**src/rtl/fir_tap_frontend.sv**
```systemverilog
// ============================================================================
// Module   : fir_tap_frontend
// Brief    : Byte-stream front end for the 4-tap FIR core. It maintains the
//            sample delay line and a shadow coefficient bank with atomic commit.
// Revision : 1.0  initial release
// ============================================================================
`default_nettype none

module fir_tap_frontend #(
    parameter int                       DW     = 8,
    parameter logic signed [DW-1:0]     H0_RST = 8'sd1,
    parameter logic signed [DW-1:0]     H1_RST = 8'sd0,
    parameter logic signed [DW-1:0]     H2_RST = 8'sd0,
    parameter logic signed [DW-1:0]     H3_RST = 8'sd0
) (
    input  logic                clk,
    input  logic                rst_n,
    input  logic                ena,
    input  logic                in_valid,
    input  logic [1:0]          in_op,
    input  logic signed [DW-1:0] in_data,
    output logic signed [DW-1:0] x0,
    output logic signed [DW-1:0] x1,
    output logic signed [DW-1:0] x2,
    output logic signed [DW-1:0] x3,
    output logic signed [DW-1:0] h0,
    output logic signed [DW-1:0] h1,
    output logic signed [DW-1:0] h2,
    output logic signed [DW-1:0] h3,
    output logic                x_valid,
    output logic                primed,
    output logic [1:0]          coef_idx,
    output logic                coef_commit
);

    localparam logic [1:0] c_op_sample = 2'b00;
    localparam logic [1:0] c_op_coef   = 2'b01;
    localparam logic [1:0] c_op_flush  = 2'b10;
    localparam logic [1:0] c_op_abort  = 2'b11;

    // The encoding is the next shadow slot, so ST_IDLE is the only non-loading
    // state. LOAD1 to LOAD3 together form the LOADING state.
    typedef enum logic [1:0] {
        ST_IDLE  = 2'd0,
        ST_LOAD1 = 2'd1,
        ST_LOAD2 = 2'd2,
        ST_LOAD3 = 2'd3
    } coef_state_t;

    coef_state_t                r_state;
    logic signed [DW-1:0]       r_shadow [0:2];
    logic [2:0]                 r_cnt;
    logic                       w_accept;

    assign w_accept = ena & in_valid;
    assign coef_idx = r_state;

    // Slot 3 is never stored. The last byte goes straight into h3 on the commit edge.
    always_ff @(posedge clk or negedge rst_n) begin
        if (!rst_n) begin
            x0          <= '0;
            x1          <= '0;
            x2          <= '0;
            x3          <= '0;
            h0          <= H0_RST;
            h1          <= H1_RST;
            h2          <= H2_RST;
            h3          <= H3_RST;
            r_shadow[0] <= '0;
            r_shadow[1] <= '0;
            r_shadow[2] <= '0;
            r_state     <= ST_IDLE;
            r_cnt       <= 3'd0;
            primed      <= 1'b0;
            x_valid     <= 1'b0;
            coef_commit <= 1'b0;
        end else begin
            x_valid     <= 1'b0;
            coef_commit <= 1'b0;
            if (w_accept) begin
                case (in_op)
                    c_op_sample: begin
                        x3      <= x2;
                        x2      <= x1;
                        x1      <= x0;
                        x0      <= in_data;
                        x_valid <= 1'b1;
                        if (r_cnt != 3'd4) begin
                            r_cnt <= r_cnt + 3'd1;
                        end
                        primed  <= (r_cnt >= 3'd3);
                    end
                    c_op_coef: begin
                        case (r_state)
                            ST_IDLE: begin
                                r_shadow[0] <= in_data;
                                r_state     <= ST_LOAD1;
                            end
                            ST_LOAD1: begin
                                r_shadow[1] <= in_data;
                                r_state     <= ST_LOAD2;
                            end
                            ST_LOAD2: begin
                                r_shadow[2] <= in_data;
                                r_state     <= ST_LOAD3;
                            end
                            ST_LOAD3: begin
                                h0          <= r_shadow[0];
                                h1          <= r_shadow[1];
                                h2          <= r_shadow[2];
                                h3          <= in_data;
                                coef_commit <= 1'b1;
                                r_state     <= ST_IDLE;
                            end
                            default: r_state <= ST_IDLE;
                        endcase
                    end
                    c_op_flush: begin
                        x0     <= '0;
                        x1     <= '0;
                        x2     <= '0;
                        x3     <= '0;
                        r_cnt  <= 3'd0;
                        primed <= 1'b0;
                    end
                    c_op_abort: begin
                        r_state <= ST_IDLE;
                    end
                    default: ;
                endcase
            end
        end
    end

endmodule

`default_nettype wire

```
**config.mk**
```make
export PLATFORM = sky130hd
export DESIGN_NAME = fir_tap_frontend
export DESIGN_NICKNAME = d
export VERILOG_FILES = /design/src/rtl/fir_tap_frontend.sv
export SDC_FILE = /design/constraint.sdc
export NUM_CORES = 1
export LEC_CHECK = 0
export ABC_AREA = 1
export CORE_ASPECT_RATIO = 2
export CORE_MARGIN = 1
export CORE_UTILIZATION = 51
export CTS_CLUSTER_SIZE = 25
export DETAILED_ROUTE_END_ITERATION = 12
export GPL_ROUTABILITY_DRIVEN = 0
export MAX_ROUTING_LAYER = met4
export PLACE_DENSITY = 0.8
export SLEW_MARGIN = 40
export SYNTH_ARGS = -nofsm -noshare
export SYNTH_HDL_FRONTEND = slang
export SYNTH_SLANG_ARGS = --single-unit
```
**constraint.sdc**
```tcl
create_clock -name clk -period 1.73 [get_ports clk]
set_input_delay 0.2595 -clock clk [delete_from_list [all_inputs] [get_ports clk]]
set_output_delay 0.2595 -clock clk [all_outputs]
set_load 0.02 [all_outputs]
```
==> out/metrics.csv <==
stage,metric,value,unit
status,status,completed,
sta,final worst-path cycle share,97.32,%
pwr,Int Power,4.421,mW
setup_path,CP Launch Type,flop,
setup_path,cells along the critical path,clkdlybuf4s50_1,
hold_path,Tightest Hold Check Type,input pin to async pin,
grt,total track usage,25.61,%
clocking,H-tree depth,3,
die,Initial Util,53.21,%
logic_synthesis,Mean Syn Cell Area,9.044,um^2
clocking,Num CTS Buffers,9,
setup_path,worst path bufs/invs,1,
cells_and_area,Antenna Cells,0,
setup_path,CP endpoint,coef_idx[0],
grt,largest net degree at the start of global routing,42,
grt,grt ovf,0,
clocking,Root Driver,clkbuf_16,
pwr,Lkg Pwr,2.769,nW
sta,hold violation count in the final report,0,
logic_synthesis,register bit count reported by yosys,96,
cells_and_area,# nets final,544,
grt,first-pass GRT wire length,15.15,mm
cells_and_area,"non-filler cells, final",620,
flow_run,MaxCap Viol Count,0,
route,vias per cell,5.218,
route,final wirelength,9.082,mm
grt,number of global-route vias before repair,3175,
die,die area,8072,um^2
logic_synthesis,"Distinct cells, synth",19,
sta,Final setup viols,0,
clocking,CTS tree,yes,
setup_path,Critical R2R Capture,r_shadow[1],
die,FP Rows,44,
clocking,Worst-path clk slew,0.06,ns
sta,clock skew,0.002991,ns
pwr,Sw Pwr,1.816,mW
cells_and_area,Filler cells,574,
setup_path,CP endpoint kind,primary output,
cells_and_area,synth-to-layout area growth,33.73,%
die,I/O pin cnt,83,
setup_path,CP max-delay cell,clkdlybuf4s50_1,
pwr,Pwr per Cell Area,1188,nW/um^2
pwr,sequential power share,46.9,%
setup_path,FF-to-FF setup slack,0.25,ns
pwr,switching share of power,29.12,%
route,1st-iter DRT viols,200,
setup_path,critical path required time,1.47,ns
sta,hold slack final,0.3915,ns
route,post-route ant nets,0,
clocking,Worst-Skew Late Latency,0.34,ns
logic_synthesis,syn_nets,455,
sta,fmax,593.9,MHz
setup_path,crit path max fanout,5,
setup_path,CP arrival,1.42,ns
setup_path,CP Depth,1,
sta,fin. max-slew vios,0,
clocking,CTS Buffer Depth,2,
sta,Slew @ Worst Pin,0.4177,ns
route,drc violations,0,
logic_synthesis,Syn Inst Count,434,
die,die height,126.1,um
sta,Relative slew margins,72.15,%
pwr,Tot Pwr,6.237,mW
grt,initial antenna violation count,0,
setup_path,reg2reg path depth,5,
setup_path,WS Path Type,flop to primary output,
pwr,Clk pwr share,32.1,%
logic_synthesis,Syn Std Cell Area,3925,um^2
clocking,Clock Sinks,96,
route,drt wl/cell,14.65,um
logic_synthesis,Ys Warns,0,
setup_path,Critical path origin,coef_idx[0],
placement,Post-Place Cells,603,
pwr,peak supply drop,905.0,uV
setup_path,worst r2r src,coef_idx[0],
sta,RSZ-0062 raised after global routing,false,
sta,clock period minus final worst setup slack,1.684,ns
placement,DP Wirelength,6.459,mm
logic_synthesis,sequential share of the synthesized area,61.24,%
setup_path,Worst path max stage delay,0.65,ns
pwr,combinational share of power,21.0,%
placement,I/O Buffers,82,
sta,Fin Setup TNS,0,ns
cells_and_area,ratio of cells with drive above 1 in the final layout,7.955,%
route,first drt pass iteration count,4,
die,Core Area,7377,um^2
setup_path,Top delay family on crit path,buffers and inverters,
route,routed via count,3235,
die,Die Wd,64.03,um
==> metal layers <==
metal	GRT usage [%]	wire length [um]
met3	5.254	397
met1	30.20	3436
met5	-	0
met2	40.99	4897
met4	12.83	350
==> state kept, by name, summed over array words and instances (netlist names) <==
name,count
x_valid,1
r_cnt,3
r_shadow,24
primed,1
x3,8
x2,8
coef_commit,1
x1,8
h3,8
coef_idx,2
h2,8
h0,8
h1,8
x0,8
==> cells in the final DEF, fill, tap and decap left out <==
cell             instances
a21oi_1                  3
buf_12                   6
buf_4                   11
bufinv_16                1
clkbuf_1                 1
clkbuf_16                9
clkbuf_8                 2
clkdlybuf4s50_1         79
clkinv_2                 1
clkinv_4                 2
dfrtp_1                 95
dfstp_2                  1
dlygate4sd3_1            1
dlymetal6s2s_1           2
ha_1                     7
inv_1                    9
inv_2                    1
nand2_1                215
nand2_2                  2
nand3_1                 31
nand3_2                  2
nor2_1                   2
nor2_2                   1
nor2_4                   2
nor3_4                   1
o21ai_0                 41
==> cell usage after synthesis <==
master | n | area (um^2)
nor3_4 | 1 | 16.27
inv_2 | 1 | 3.750
nand3_1 | 31 | 155.2
buf_6 | 5 | 56.30
dfrtp_1 | 95 | 2377
clkbuf_1 | 6 | 22.52
nand3_2 | 2 | 20.02
dfstp_2 | 1 | 26.28
ha_1 | 7 | 87.58
nor2_2 | 1 | 6.260
nand2_2 | 2 | 12.51
nand2_1 | 215 | 807.0
a21oi_1 | 3 | 15.01
clkbuf_2 | 4 | 20.02
inv_1 | 9 | 33.78
nor2_1 | 2 | 7.510
o21ai_0 | 41 | 205.2
buf_2 | 6 | 30.03
nor2_4 | 2 | 22.52
==> per-stage QoR <==
step                worst slack, ns  utilization [%]  cell area [um^2]
finish                      0.04632            71.15              5249
global placement             0.1448            66.76              4925
global route               0.002325            71.15              5249
detailed placement          0.05508            66.76              4925
floorplan                    0.2464                -              3925
CTS                        0.002406            71.08              5244
==> power groups by stage <==
stage | clock [mW] | sequential, mW | combinational [mW]
4_1_cts | 2.04 | 2.92 | 1.33
3_5_place_dp | 0 | 2.96 | 1.31
6_report | 2.00 | 2.93 | 1.31
5_1_grt | 2.14 | 2.96 | 1.46
3_3_place_gp | 0 | 2.94 | 1.26
2_1_floorplan | 0 | 3.09 | 0.519
==> area by class of cell <==
type / instances / area [um^2] / share of cell area [%]
inverter: 10 / 37.54 / 0.7151
clock inverter: 4 / 52.55 / 1.001
clock buffer: 12 / 256.5 / 4.887
timing repair buffer: 99 / 1028 / 19.59
multi-input combinational: 307 / 1355 / 25.82
sequential: 96 / 2404 / 45.79
tap: 92 / 115.1 / 2.193
==> kinds of logic (layout without fill, tap and decap cells) <==
family	after synthesis	in the layout	synth area share [%]
adders and majority gates	7	7	2.231
and+or+nand+nor	256	256	26.68
buffers and inverters	31	125	4.239
DFF	96	96	61.24
AOI/OAI and AO/OA	44	44	5.610
==> how the worst min path moves through the flow <==
stage | start | end | slack [ns] | cells after the start
finish | rst_n | x0[2] | 0.39 | 2
CTS | rst_n | x0[2] | 0.40 | 2
floorplan | rst_n | coef_commit | -0.04 | 0
global route | rst_n | x0[2] | 0.43 | 2
detailed placement | rst_n | x0[2] | 0.22 | 1
global placement | rst_n | x0[2] | 0.22 | 1
==> repair_timing <==
item,4_1_cts,5_1_grt
hold endpoints to repair,27,0
hold buffers,1,0
resized for setup,0,2
buffers inserted,0,0
setup endpoints to repair,0,2
(Power assumes the default switching activity.)
